==> src/rtl/change_dispenser_ctrl_if.sv <==
// Bundles the checkout request, ejector handshake, refill strobe and status
// signals of the change dispenser. The master side is the controller.
interface change_dispenser_ctrl_if #(
   parameter int CNT_W = 8
);
   logic             change_req;
   logic [7:0]       change_amt;
   logic             eject_ready;
   logic             refill_en;
   logic [1:0]       refill_sel;
   logic [CNT_W-1:0] refill_cnt;
   logic             busy;
   logic             eject_valid;
   logic [7:0]       eject_coin;
   logic             done;
   logic [7:0]       short_amt;
   logic [CNT_W-1:0] tube_cnt_50;
   logic [CNT_W-1:0] tube_cnt_10;
   logic [CNT_W-1:0] tube_cnt_5;
   logic [CNT_W-1:0] tube_cnt_1;

   modport master (
      input  change_req, change_amt, eject_ready, refill_en, refill_sel, refill_cnt,
      output busy, eject_valid, eject_coin, done, short_amt,
      output tube_cnt_50, tube_cnt_10, tube_cnt_5, tube_cnt_1
   );

   modport slave (
      output change_req, change_amt, eject_ready, refill_en, refill_sel, refill_cnt,
      input  busy, eject_valid, eject_coin, done, short_amt,
      input  tube_cnt_50, tube_cnt_10, tube_cnt_5, tube_cnt_1
   );
endinterface

==> src/rtl/change_dispenser_ctrl.sv <==
// Greedy 50/10/5/1 change dispenser: decomposes the owed amount against the
// tube inventory and issues one coin at a time to the ejector.
module change_dispenser_ctrl #(
   parameter int CNT_W   = 8,
   parameter int INIT_50 = 4,
   parameter int INIT_10 = 10,
   parameter int INIT_5  = 10,
   parameter int INIT_1  = 20
) (
   input  logic                    clk,
   input  logic                    reset,
   change_dispenser_ctrl_if.master bus
);

   typedef enum logic [1:0] {
      ST_IDLE   = 2'd0,
      ST_SELECT = 2'd1,
      ST_EJECT  = 2'd2,
      ST_DONE   = 2'd3
   } state_t;

   localparam logic [CNT_W-1:0] CNT_MAX = {CNT_W{1'b1}};

   // Tube index 0..3 holds the 50, 10, 5 and 1 coins respectively.
   function automatic logic [7:0] coin_value(input logic [1:0] idx);
      logic [7:0] val;
      case (idx)
         2'd0:    val = 8'd50;
         2'd1:    val = 8'd10;
         2'd2:    val = 8'd5;
         2'd3:    val = 8'd1;
         default: val = 8'd0;
      endcase
      return val;
   endfunction

   // Refill and ejection may hit the same tube in one cycle; the result saturates.
   function automatic logic [CNT_W-1:0] tube_next(input logic [CNT_W-1:0] cnt,
                                                  input logic [CNT_W-1:0] add,
                                                  input logic             dec);
      logic [CNT_W:0]   sum;
      logic [CNT_W-1:0] res;
      sum = {1'b0, cnt} + {1'b0, add} - {{CNT_W{1'b0}}, dec};
      if (sum > {1'b0, CNT_MAX}) begin
         res = CNT_MAX;
      end else begin
         res = sum[CNT_W-1:0];
      end
      return res;
   endfunction

   state_t           state_q, state_d;
   logic [7:0]       remaining_q, remaining_d;
   logic [7:0]       short_amt_q, short_amt_d;
   logic [7:0]       eject_coin_q, eject_coin_d;
   logic [1:0]       sel_q, sel_d;
   logic             busy_q, busy_d;
   logic             eject_valid_q, eject_valid_d;
   logic             done_q, done_d;
   logic [CNT_W-1:0] tube_q [4];
   logic [CNT_W-1:0] tube_d [4];
   logic [3:0]       avail_s;
   logic             found_s;
   logic [1:0]       pick_s;
   logic             accept_s;

   // Per-tube eligibility: coin fits in the remainder and the tube is not empty.
   always_comb begin
      avail_s = 4'b0000;
      for (int i = 0; i < 4; i++) begin
         avail_s[i] = (tube_q[i] != {CNT_W{1'b0}}) && (coin_value(2'(i)) <= remaining_q);
      end
   end

   // Priority pick of the largest eligible denomination.
   always_comb begin
      found_s = 1'b1;
      pick_s  = 2'd0;
      casez (avail_s)
         4'b???1: pick_s = 2'd0;
         4'b??10: pick_s = 2'd1;
         4'b?100: pick_s = 2'd2;
         4'b1000: pick_s = 2'd3;
         default: found_s = 1'b0;
      endcase
   end

   // Next-state and datapath decisions of the dispensing sequence.
   always_comb begin
      state_d      = state_q;
      remaining_d  = remaining_q;
      short_amt_d  = short_amt_q;
      eject_coin_d = eject_coin_q;
      sel_d        = sel_q;
      accept_s     = 1'b0;
      case (state_q)
         ST_IDLE: begin
            if (bus.change_req) begin
               short_amt_d = 8'd0;
               if (bus.change_amt != 8'd0) begin
                  remaining_d = bus.change_amt;
                  state_d     = ST_SELECT;
               end else begin
                  remaining_d = 8'd0;
                  state_d     = ST_DONE;
               end
            end else begin
               state_d = ST_IDLE;
            end
         end
         ST_SELECT: begin
            if (found_s) begin
               sel_d        = pick_s;
               eject_coin_d = coin_value(pick_s);
               state_d      = ST_EJECT;
            end else begin
               short_amt_d = remaining_q;
               state_d     = ST_DONE;
            end
         end
         ST_EJECT: begin
            if (bus.eject_ready) begin
               accept_s     = 1'b1;
               remaining_d  = remaining_q - eject_coin_q;
               eject_coin_d = 8'd0;
               if (remaining_d == 8'd0) begin
                  short_amt_d = 8'd0;
                  state_d     = ST_DONE;
               end else begin
                  state_d = ST_SELECT;
               end
            end else begin
               state_d = ST_EJECT;
            end
         end
         ST_DONE: begin
            state_d = ST_IDLE;
         end
         default: begin
            state_d = ST_IDLE;
         end
      endcase
   end

   // Inventory update: refill from any state, minus an accepted coin.
   always_comb begin
      for (int i = 0; i < 4; i++) begin
         tube_d[i] = tube_next(tube_q[i],
                               (bus.refill_en && (bus.refill_sel == 2'(i))) ? bus.refill_cnt
                                                                           : {CNT_W{1'b0}},
                               accept_s && (sel_q == 2'(i)));
      end
   end

   // Status flags are registered from the next state so they track state_q exactly.
   always_comb begin
      busy_d        = (state_d != ST_IDLE);
      eject_valid_d = (state_d == ST_EJECT);
      done_d        = (state_d == ST_DONE);
   end

   // State, datapath and inventory registers.
   always_ff @(posedge clk or negedge reset) begin
      if (!reset) begin
         state_q       <= ST_IDLE;
         remaining_q   <= 8'd0;
         short_amt_q   <= 8'd0;
         eject_coin_q  <= 8'd0;
         sel_q         <= 2'd0;
         busy_q        <= 1'b0;
         eject_valid_q <= 1'b0;
         done_q        <= 1'b0;
         tube_q[0]     <= CNT_W'(INIT_50);
         tube_q[1]     <= CNT_W'(INIT_10);
         tube_q[2]     <= CNT_W'(INIT_5);
         tube_q[3]     <= CNT_W'(INIT_1);
      end else begin
         state_q       <= state_d;
         remaining_q   <= remaining_d;
         short_amt_q   <= short_amt_d;
         eject_coin_q  <= eject_coin_d;
         sel_q         <= sel_d;
         busy_q        <= busy_d;
         eject_valid_q <= eject_valid_d;
         done_q        <= done_d;
         for (int i = 0; i < 4; i++) begin
            tube_q[i] <= tube_d[i];
         end
      end
   end

   assign bus.busy        = busy_q;
   assign bus.eject_valid = eject_valid_q;
   assign bus.eject_coin  = eject_coin_q;
   assign bus.done        = done_q;
   assign bus.short_amt   = short_amt_q;
   assign bus.tube_cnt_50 = tube_q[0];
   assign bus.tube_cnt_10 = tube_q[1];
   assign bus.tube_cnt_5  = tube_q[2];
   assign bus.tube_cnt_1  = tube_q[3];

endmodule

==> src/flat_wrapper.sv <==
// flat-port wrapper written by rule: the top's interface ports become plain ports
module change_dispenser_ctrl_flat 
#(
   parameter int CNT_W   = 8,
   parameter int INIT_50 = 4,
   parameter int INIT_10 = 10,
   parameter int INIT_5  = 10,
   parameter int INIT_1  = 20
)
  (clk, reset, bus_change_req, bus_change_amt, bus_eject_ready, bus_refill_en, bus_refill_sel, bus_refill_cnt, bus_busy, bus_eject_valid, bus_eject_coin, bus_done, bus_short_amt, bus_tube_cnt_50, bus_tube_cnt_10, bus_tube_cnt_5, bus_tube_cnt_1);
  change_dispenser_ctrl_if #(.CNT_W(CNT_W)) bus_i ();
  input  logic clk;
  input  logic reset;
  input wire logic [$bits(bus_i.change_req)-1:0] bus_change_req;
  input wire logic [$bits(bus_i.change_amt)-1:0] bus_change_amt;
  input wire logic [$bits(bus_i.eject_ready)-1:0] bus_eject_ready;
  input wire logic [$bits(bus_i.refill_en)-1:0] bus_refill_en;
  input wire logic [$bits(bus_i.refill_sel)-1:0] bus_refill_sel;
  input wire logic [$bits(bus_i.refill_cnt)-1:0] bus_refill_cnt;
  output wire logic [$bits(bus_i.busy)-1:0] bus_busy;
  output wire logic [$bits(bus_i.eject_valid)-1:0] bus_eject_valid;
  output wire logic [$bits(bus_i.eject_coin)-1:0] bus_eject_coin;
  output wire logic [$bits(bus_i.done)-1:0] bus_done;
  output wire logic [$bits(bus_i.short_amt)-1:0] bus_short_amt;
  output wire logic [$bits(bus_i.tube_cnt_50)-1:0] bus_tube_cnt_50;
  output wire logic [$bits(bus_i.tube_cnt_10)-1:0] bus_tube_cnt_10;
  output wire logic [$bits(bus_i.tube_cnt_5)-1:0] bus_tube_cnt_5;
  output wire logic [$bits(bus_i.tube_cnt_1)-1:0] bus_tube_cnt_1;
  assign bus_i.change_req = bus_change_req;
  assign bus_i.change_amt = bus_change_amt;
  assign bus_i.eject_ready = bus_eject_ready;
  assign bus_i.refill_en = bus_refill_en;
  assign bus_i.refill_sel = bus_refill_sel;
  assign bus_i.refill_cnt = bus_refill_cnt;
  assign bus_busy = bus_i.busy;
  assign bus_eject_valid = bus_i.eject_valid;
  assign bus_eject_coin = bus_i.eject_coin;
  assign bus_done = bus_i.done;
  assign bus_short_amt = bus_i.short_amt;
  assign bus_tube_cnt_50 = bus_i.tube_cnt_50;
  assign bus_tube_cnt_10 = bus_i.tube_cnt_10;
  assign bus_tube_cnt_5 = bus_i.tube_cnt_5;
  assign bus_tube_cnt_1 = bus_i.tube_cnt_1;
  change_dispenser_ctrl #(.CNT_W(CNT_W), .INIT_50(INIT_50), .INIT_10(INIT_10), .INIT_5(INIT_5), .INIT_1(INIT_1)) u_core (.clk(clk), .reset(reset), .bus(bus_i));
endmodule
==> config.mk <==
export PLATFORM = sky130hd
export DESIGN_NAME = change_dispenser_ctrl_flat
export DESIGN_NICKNAME = d
export VERILOG_FILES = /design/src/rtl/change_dispenser_ctrl_if.sv /design/src/rtl/change_dispenser_ctrl.sv /design/src/flat_wrapper.sv
export SDC_FILE = /design/constraint.sdc
export NUM_CORES = 1
export LEC_CHECK = 0
export BUFFER_PORTS_ARGS = -buffer_cell sky130_fd_sc_hd__buf_4
export CAP_MARGIN = 10
export CORE_MARGIN = 2
export CORE_UTILIZATION = 25
export CTS_BUF_LIST = sky130_fd_sc_hd__clkbuf_8 sky130_fd_sc_hd__clkbuf_16
export DETAILED_ROUTE_END_ITERATION = 7
export GPL_TIMING_DRIVEN = 0
export HOLD_SLACK_MARGIN = 0.08
export PLACE_DENSITY = 0.52
export SYNTH_ARGS = -nofsm -noshare
export SYNTH_HDL_FRONTEND = slang
export SYNTH_SLANG_ARGS = --single-unit
==> constraint.sdc <==
create_clock -name clk -period 6.25 [get_ports clk]
set_clock_uncertainty 0.05 [all_clocks]
set_input_delay 1.25 -clock clk [delete_from_list [all_inputs] [get_ports clk]]
set_output_delay 1.25 -clock clk [all_outputs]
set_load 0.03 [all_outputs]
* After elaboration in Yosys (flattened, before gate mapping)
Cells that the tools add are included.
** Cells by class
- $lt $le $gt $ge :: 8
- Div/mod/pow operators :: 0
- $add $sub $neg :: 9
- Mux-type cells :: 31
- $mul :: 0
- Reduce and logical (&&, ||, !) cells :: 31
- Shift-type cells :: 0
- Bitwise logic cells :: 0
- Equality and inequality tests :: 22
** Operators with widths (count)
- $mux W8 :: 17
- $reduce_bool A8 Y1 :: 5
- $add A8 B8 Y9 :: 4
- $gt A9 B8 Y1 const B :: 4
- $sub A9 B1 Y9 :: 4
- $pmux W8 S2 :: 2
- $pmux W8 S4 :: 1
- $pmux W8 S3 :: 1
- $eq A2 B2 Y1 const B :: 11
- $logic_and A1 B1 Y1 :: 12
- $eq A2 B1 Y1 const B :: 4
- $le A1 B8 Y1 const A :: 1
- $le A3 B8 Y1 const A :: 1
- $le A4 B8 Y1 const A :: 1
- $le A6 B8 Y1 const A :: 1
- $logic_not A2 Y1 :: 4
- $logic_not A8 Y1 :: 1
- $mux W2 :: 4
- $pmux W2 S4 :: 1
- $sub A8 B8 Y8 :: 1
- $ne A2 B2 Y1 const B :: 3
- $pmux W2 S3 :: 1
- $reduce_and A3 Y1 :: 2
- $reduce_bool A2 Y1 :: 3
- other kinds (8) :: 12
** Storage, ports and cells
- Memories kept :: 0
- Output and inout port bits :: 51
- Bits in latches :: 0
- ROM bits :: 0
- Bits in writable memories :: 0
- Logic and storage cells :: 113
- Flip-flop bits (word level) :: 63

* Logic depth before layout (Yosys ltp)
Gate-level depths: netlist of the first run.
- Word-level depth :: 8
- Mapped depth :: 17

* Worst setup path after synthesis of the first run
Ideal clock, no wire load.
- Path kind :: input-to-reg
- From :: input port bus_refill_sel[1]
- To :: register u_core.tube_q, in the netlist u_core.bus.tube_cnt_50[1]
- Cell stages on the path :: 12
- Data arrival time :: 3969 ps
- Setup slack :: 2103 ps
- Cell sequence :: nor3b_1 > nand2_1 > ha_1 > inv_1 > fa_1 > a21o_1 > a21oi_1 > nor2b_1 > o21a_1 > o41a_1 > xor2_1 > or2_2
** RTL lines
- from (decl) :: line flat_wrapper.sv:18 : input wire logic [$bits(bus_i.refill_sel)-1:0] bus_refill_sel;
- to (signal, indexed assignment) :: line change_dispenser_ctrl.sv:187 : tube_q[i] <= tube_d[i];
- to (decl) :: line change_dispenser_ctrl.sv:60 : logic [CNT_W-1:0] tube_q [4];

==> metrics.md, run 1 <==
| Metric | Value |
|---|---|
| Minimum clock period | 4.39 ns |
| RSZ-0062 raised after global routing | no |
| GPL Wtd Cong | slightly above 0.8 |
| HP Class | register to register |
| Maximum vdd drop | 0.235 mV |
| Slowest stage delay, CP | 0.77 ns |
| Pwr Density | 561 nW/µm² |
| Routed Antenna Nets | 0 |
| Tot Pwr | between 3 and 4 mW |
| FP Rows | between 50 and 60 |
| Via density per instance | 4.36 |
| Port Buffer Count | 71 |
| Clock latency on the worst-skew pair | 0.35 ns |
| Max Slew Vio Count | 0 |
| Max-cap violations | 0 |
| Worst Setup Start Kind | input port |
| Non-filler cells, final | approximately 940 |
| Final wirelength | 12.8 mm |
| # clock sinks | 60 |
| Worst Hold Path Cells | 1 |
| Post-layout instance area | 6130 µm² |
| GRT Util Overall | 13.2% |
| Synth Register Bits | 60 |
| Vias in the first global route | 4039 |
| Crit end category | register |
| Post-Synthesis Cell Area | just under 5000 µm² |
| Drt first pass iters | 6 |
| Clock-pin slew on the worst setup and hold paths | 0.06 ns |
| Cells along the critical path | buf_4 > nor3b_1 > nand2_1 > ha_1 > inv_1 > fa_1 > a21o_1 > a21oi_1 > nor2b_1 > o21a_1 > o41a_1 > xor2_1 > or2_2 |
| Syn-to-layout area delta | 23.7% |
| Final hold viol count | 0 |
| Syn. warnings | 0 |
| DRC violations left | 0 |
| Die width | 145 µm |
| Worst Slack Setup Final | 1.86 ns |
| WP data arrival | 4.56 ns |
| Post-CTS setup buffer count | 0 |
| Final net count | 773 |
| Crit-path max FO | 8 |
| Final setup violation count | 0 |
| CTS tree | done |
| Via count | 4107 |
| Fmax | 0.228 GHz |
| Inst Count DP | 926 |
| Die area | 21000 µm² |
| Iter 0 DRT Violations | 220 |
| Final Hold Slack | 0.453 ns |
| Placed cell area | 5830 µm² |
| Gr ovfl total | 0 |
| Status | finished, final reports clean |
| CTS Hold Bufs | 0 |
| CP max stage cell | nor3b_1 |
| Share of cells above drive strength 1 | 16.0% |
| Diodes inserted | 0 |
| CTS Buf Count | 9 |
| First-pass GRT wire length | about 21 mm |
| Post-DR wirelength/cell | between 10 and 15 µm |
| Final core utilization | 31.5% |
| Worst reg2reg path depth | 16 |
| Worst setup path class | input port to register |
| Core region area | 19500 µm² |
| Cell variety after synth | 51 |
| Initial Utilization | 25.5% |
| Commonest non-fill, non-tap cell in the layout | inv_1 |
| Synth Flop Type | dfrtp_1 |
| Final setup TNS | 0 ns |
| Clock H-tree levels | 3 |
| Most frequent cells in the layout | inv_1, buf_4, ha_1 |
| Leakage | slightly above 3 nW |
| Post-CTS sizing | 0 |
| Synthesized area per cell | ~8.4 µm² |
| Number of flops mapped to enable cells by yosys | 0 |
| Ys async rst share | 100% |
| Least-Margin Pin Slew | 0.945 ns |
| Initial antenna violation count | 0 |
| Synth Instances | 589 |
| Sequential fraction of the synthesis area | roughly 30% |
| Final period util | 70.2% |
| Setup slack at placement | roughly 1.4 ns |
| CTS root buf | clkbuf_16 |
| CTS max path bufs | 2 |
| Max-slew headroom | between 30% and 40% |
| Fillers | ~2100 |
| Largest net degree at the start of global routing | 61 |
| IO Pins | 74 |
| Final HPWL DP | 10.1 mm |
| Die Height | 145 µm |
| CP Data Required Time | about 6.4 ns |
==> Yosys cell counts, drive strengths merged, types with 2 or more instances <==
cell	count	area (µm²)
o211ai	2	15.0
a21oi	35	175
nor3b	3	22.5
nand3	7	35.0
a22o	10	87.6
and3	3	18.8
nor4	13	87.6
nor3	11	55.1
nand2b	17	106
and2	5	31.3
fa	5	100
nand2	56	210
nor2b	10	62.6
xnor2	10	87.6
nor2	43	161
dfrtp	53	1330
o21ai	19	95.1
dfstp	7	184
o41ai	3	26.3
a211oi	2	25.0
xor2	21	184
or2	6	37.5
o41a	3	33.8
ha	73	913
a21o	10	75.1
a311o	2	20.0
o21bai	4	30.0
a31oi	2	12.5
buf	5	31.3
a22oi	2	15.0
mux2i	8	80.1
inv	110	413
clkbuf	5	18.8
o21a	6	45.0
nand4	5	31.3
==> report_power, final <==
| group | total, mW | internal [mW] | switching, mW | leakage, nW |
|---|---|---|---|---|
| Clock | 0.519 | 0.328 | 0.191 | 0.157 |
| Sequential | 0.707 | 0.556 | 0.151 | 0.680 |
| Combinational | 2.22 | 0.928 | 1.29 | 2.28 |
| Total | 3.44 | 1.81 | 1.63 | 3.11 |
==> path summary, 6_finish.rpt <==
path,start,to,slack (ns)
min in group asynchronous,reset,u_core.bus.busy,0.95
worst min-delay path,u_core.bus.short_amt[5],u_core.bus.short_amt[5],0.45
max in group asynchronous,reset,u_core.bus.tube_cnt_1[3],4.63
worst max-delay path,bus_refill_sel[1],u_core.bus.tube_cnt_50[0],1.86
worst min register to register,u_core.bus.short_amt[5],u_core.bus.short_amt[5],0.45
worst max register to register,u_core.state_q[0],u_core.bus.tube_cnt_5[2],2.29
==> worst max-delay path, delay by kind of cell <==
family	cells	cell delay, ns
and+or+nand+nor	4	1.28
buffers and inverters	2	0.18
AOI/OAI and AO/OA	4	0.86
xor gates and xnor gates	1	0.22
adders and majority gates	2	0.76
==> layout make-up <==
class | instances | area, µm² | share of cell area (%)
multi-input cells | 409 | 2990 | 48.7
flip-flops and latches | 60 | 1510 | 24.6
repair buffers | 71 | 533 | 8.69
inverters | 111 | 417 | 6.79
well taps | 265 | 332 | 5.41
clock buffers | 11 | 253 | 4.12
clock inverters | 5 | 52.6 | 0.857
plain buffers | 10 | 50.0 | 0.816
==> sequential cells by signal, indices dropped and copies added, names as in the netlist <==
signal / cells
u_core.bus.tube_cnt_50: 8
u_core.bus.tube_cnt_5: 8
u_core.bus.tube_cnt_1: 8
u_core.bus.short_amt: 8
u_core.bus.done: 1
u_core.sel_q: 2
u_core.state_q: 2
u_core.bus.tube_cnt_10: 8
u_core.bus.busy: 1
u_core.bus.eject_coin: 5
u_core.remaining_q: 8
u_core.bus.eject_valid: 1
==> layer usage <==
layer  routed length, µm  vias up  track usage [%]
li1                    -     2137                -
met1                6240     1879             17.8
met2                5800       78             21.0
met3                 653       13             3.42
met4                 156        0             3.68
met5                   0        -                0
==> kinds of logic (layout without fill, tap and decap cells) <==
| group | Yosys count | count (layout) | synth area share, % |
|---|---|---|---|
| compound gates | 108 | 108 | 14.7 |
| xor+xnor | 31 | 31 | 5.47 |
| mux | 9 | 9 | 1.84 |
| buf+inv | 121 | 208 | 9.41 |
| simple gates | 181 | 181 | 17.6 |
| fa+ha+maj | 78 | 78 | 20.4 |
| flops | 60 | 60 | 30.4 |
| other cells | 1 | 2 | 0.0756 |
(Power assumes the default switching activity.)
==> inputs of run 2 (changes only) <==
--- a/config.mk
+++ b/config.mk
@@ -13,7 +13,7 @@
 export DETAILED_ROUTE_END_ITERATION = 7
 export GPL_TIMING_DRIVEN = 0
 export HOLD_SLACK_MARGIN = 0.08
-export PLACE_DENSITY = 0.52
+export PLACE_DENSITY = 0.54
 export SYNTH_ARGS = -nofsm -noshare
 export SYNTH_HDL_FRONTEND = slang
 export SYNTH_SLANG_ARGS = --single-unit
==> constraint.sdc (replaced) <==
create_clock -name clk -period 4 [get_ports clk]
set_clock_uncertainty 0.05 [all_clocks]
set_input_delay 0.8 -clock clk [delete_from_list [all_inputs] [get_ports clk]]
set_output_delay 0.8 -clock clk [all_outputs]
set_load 0.03 [all_outputs]
==> run 2 against run 1 <==
Via count up 1.6%. Hold slack better by 0.0014 ns. Sequential share of layout area down 0.050 points. Critical endpoint is now u_core.bus.tube_cnt_1[0]. Largest cell class unchanged.
==> metrics.md, run 2 (same netlist as run 1, synthesis figures left out) <==
| Metric | Value |
|---|---|
| Reg2reg setup slack | 0.37 ns (was 2.29 ns) |
| Inst Count DP | 926 (unchanged) |
| Sw Ratio | 48.0% (was 47.4%) |
| Syn-to-layout area delta | 23.9% (was 23.7%) |
| CP Data Required Time | 4.17 ns (was 6.42 ns) |
| Drt first pass iters | 5 (was 6) |
| Leakage | 3.10 nW (was 3.11 nW) |
| Worst Slack Setup Final | 0.372 ns (was 1.86 ns) |
| Worst setup path class | register to register (was input port to register) |
| Reg2reg end | u_core.bus.tube_cnt_1[0] (was u_core.bus.tube_cnt_5[2]) |
| IO Pins | 74 (unchanged) |
| Non-filler cells, final | 942 (unchanged) |
| Fmax | 0.276 GHz |
| CTS Buf Count | 9 (unchanged) |
| Setup slack at placement | -0.344 ns (was 1.45 ns) |
| Routed Antenna Nets | 0 (unchanged) |
| # clock sinks | 60 (unchanged) |
| Initial Utilization | 25.5% (unchanged) |
| Initial antenna violation count | 0 (unchanged) |
| Commonest non-fill, non-tap cell in the layout | inv_1 (unchanged) |
| Internal | 2.79 mW (was 1.81 mW) |
| Die Height | 145 µm (unchanged) |
| Vias in the first global route | 4132 (was 4039) |
| GPL Wtd Cong | 0.821 (was 0.823) |
| Most frequent cells in the layout | inv_1, buf_4, ha_1 (unchanged) |
| Clock-pin slew on the worst setup and hold paths | 0.06 ns (about the same) |
| NetSw | 2.58 mW (was 1.63 mW) |
| DRC violations left | 0 (unchanged) |
| Final net count | 773 (unchanged) |
| RSZ-0062 raised after global routing | no (unchanged) |
| Clock latency on the worst-skew pair | 0.34 ns (was 0.35 ns) |
| Final HPWL DP | 10.1 mm (about the same) |
| Maximum vdd drop | 0.390 mV (was 0.235 mV) |
| Via count | 4172 (was 4107) |
| WP data arrival | 3.80 ns (was 4.56 ns) |
| Clock H-tree levels | 3 (unchanged) |
| Clock power share | 13.7% (was 15.1%) |
| Pwr Density | 872 nW/µm² (was 561 nW/µm²) |
| Crit-path max FO | 7 (was 8) |
| Least-Margin Pin Slew | 0.873 ns (was 0.945 ns) |
| Post-layout instance area | 6150 µm² (was 6130 µm²) |
| Die width | 145 µm (unchanged) |
| Port Buffer Count | 71 (unchanged) |
| CTS root buf | clkbuf_16 (unchanged) |
| Final setup violation count | 0 (unchanged) |
| Tot Pwr | 5.36 mW (was 3.44 mW) |
| Max-slew headroom | 41.3% (was 36.9%) |
| Diodes inserted | 0 (unchanged) |
| Iter 0 DRT Violations | 182 (was 220) |
| Final hold viol count | 0 (unchanged) |
| Final wirelength | 13.0 mm (was 12.8 mm) |
| Placed cell area | 5830 µm² (unchanged) |
| Post-DR wirelength/cell | 13.8 µm (was 13.6 µm) |
| CTS tree | done (unchanged) |
| HP Class | register to register (unchanged) |
| Core region area | 19500 µm² (unchanged) |
| Via density per instance | 4.43 (was 4.36) |
| First-pass GRT wire length | 21.1 mm (was 21.0 mm) |
| GRT Util Overall | 13.1% (was 13.2%) |
| FP Rows | 51 (unchanged) |
| Sequential power share | 20.8% (was 20.5%) |
| Max-cap violations | 0 (unchanged) |
| Worst reg2reg path depth | 17 (was 16) |
| Final period util | about nine tenths |
| Share of cells above drive strength 1 | 17.0% (was 16.0%) |
| Max Slew Vio Count | 0 (unchanged) |
| Reg2reg start | u_core.state_q[0] (unchanged) |
| CTS max path bufs | 2 (unchanged) |
| Worst Setup EP | u_core.bus.tube_cnt_1[0] (was u_core.bus.tube_cnt_50[0]) |
| Status | finished, final reports clean (unchanged) |
| Minimum clock period | 3.63 ns |
| Largest net degree at the start of global routing | 61 (unchanged) |
| Worst Setup Start Kind | register (was input port) |
| Logic gate share of total power | 65.5% (was 64.4%) |
| Final core utilization | 31.6% (was 31.5%) |
| Die area | 21000 µm² (unchanged) |
| Gr ovfl total | 0 (unchanged) |
| Crit end category | register (unchanged) |
| CP Launch Point | u_core.state_q[0] (was bus_refill_sel[1]) |
-- run 2: layout make-up --
type	count	area, µm²
buffer	9	46.3
timing repair buffer	72	541
inverter	111	417
multi-input combinational	409	3020
fill	2076	13300
clock inverter	6	40.0
clock buffer	10	239
tap	265	332
sequential	60	1510
-- run 2: worst min-delay path by stage --
stage	from	endpoint	slack, ns	depth (start not counted)
5_1_grt	u_core.bus.short_amt[7]	u_core.bus.short_amt[7]	0.49	1
4_1_cts	u_core.bus.short_amt[6]	u_core.bus.short_amt[6]	0.46	1
3_5_place_dp	u_core.bus.short_amt[6]	u_core.bus.short_amt[6]	0.44	1
6_report	u_core.bus.short_amt[4]	u_core.bus.short_amt[4]	0.45	1
3_3_place_gp	u_core.bus.short_amt[3]	u_core.bus.short_amt[3]	0.44	1
2_1_floorplan	reset	u_core.bus.busy	0.45	0
-- run 2: critical path, stage by stage (launching register included) --
cell      delay [ns]
dfrtp_1         0.34
inv_1           0.06
ha_1            0.29
nand2_2         0.16
inv_1           0.10
and3_1          0.21
ha_1            0.27
inv_1           0.04
ha_1            0.22
fa_1            0.41
a21o_1          0.17
a21oi_1         0.21
o21bai_1        0.11
a31o_2          0.27
a21oi_1         0.23
xor2_2          0.14
buf_4           0.16
nand2b_1        0.06
-- run 2: repair_timing --
item | in CTS | in global routing
setup buffers | 0 | 1
endpoints found under the setup margin | 1 | 29
gates resized for setup | 1 | 5
hold buffers | 0 | 0
-- run 2: through the flow --
| step | hold slack (ns) | TNS, ns |
|---|---|---|
| after global placement | 0.445 | -2.98 |
| after CTS | 0.459 | 0 |
| final | 0.454 | 0 |
| after global routing | 0.494 | 0 |
| after floorplan | 0.454 | 0 |
| after detailed placement | 0.444 | -2.88 |
-- run 2: layer usage --
| layer | vias up | GRT usage (%) | share of wire, % |
|---|---|---|---|
| met5 | - | 0 | 0 |
| met4 | 0 | 4.24 | 1.2 |
| met3 | 13 | 2.57 | 4.6 |
| met2 | 95 | 21.3 | 45 |
| met1 | 1934 | 17.6 | 49 |
| li1 | 2130 | - | - |
-- run 2: power by group through the flow --
stage                     clock network [mW]  logic [mW]  registers (mW)
after detailed placement                   0        3.46            1.12
after floorplan                            0        2.39            1.32
after global routing                   0.780        3.99            1.15
final                                  0.736        3.51            1.12
after global placement                     0        3.44            1.13
after CTS                              0.755        3.49            1.12
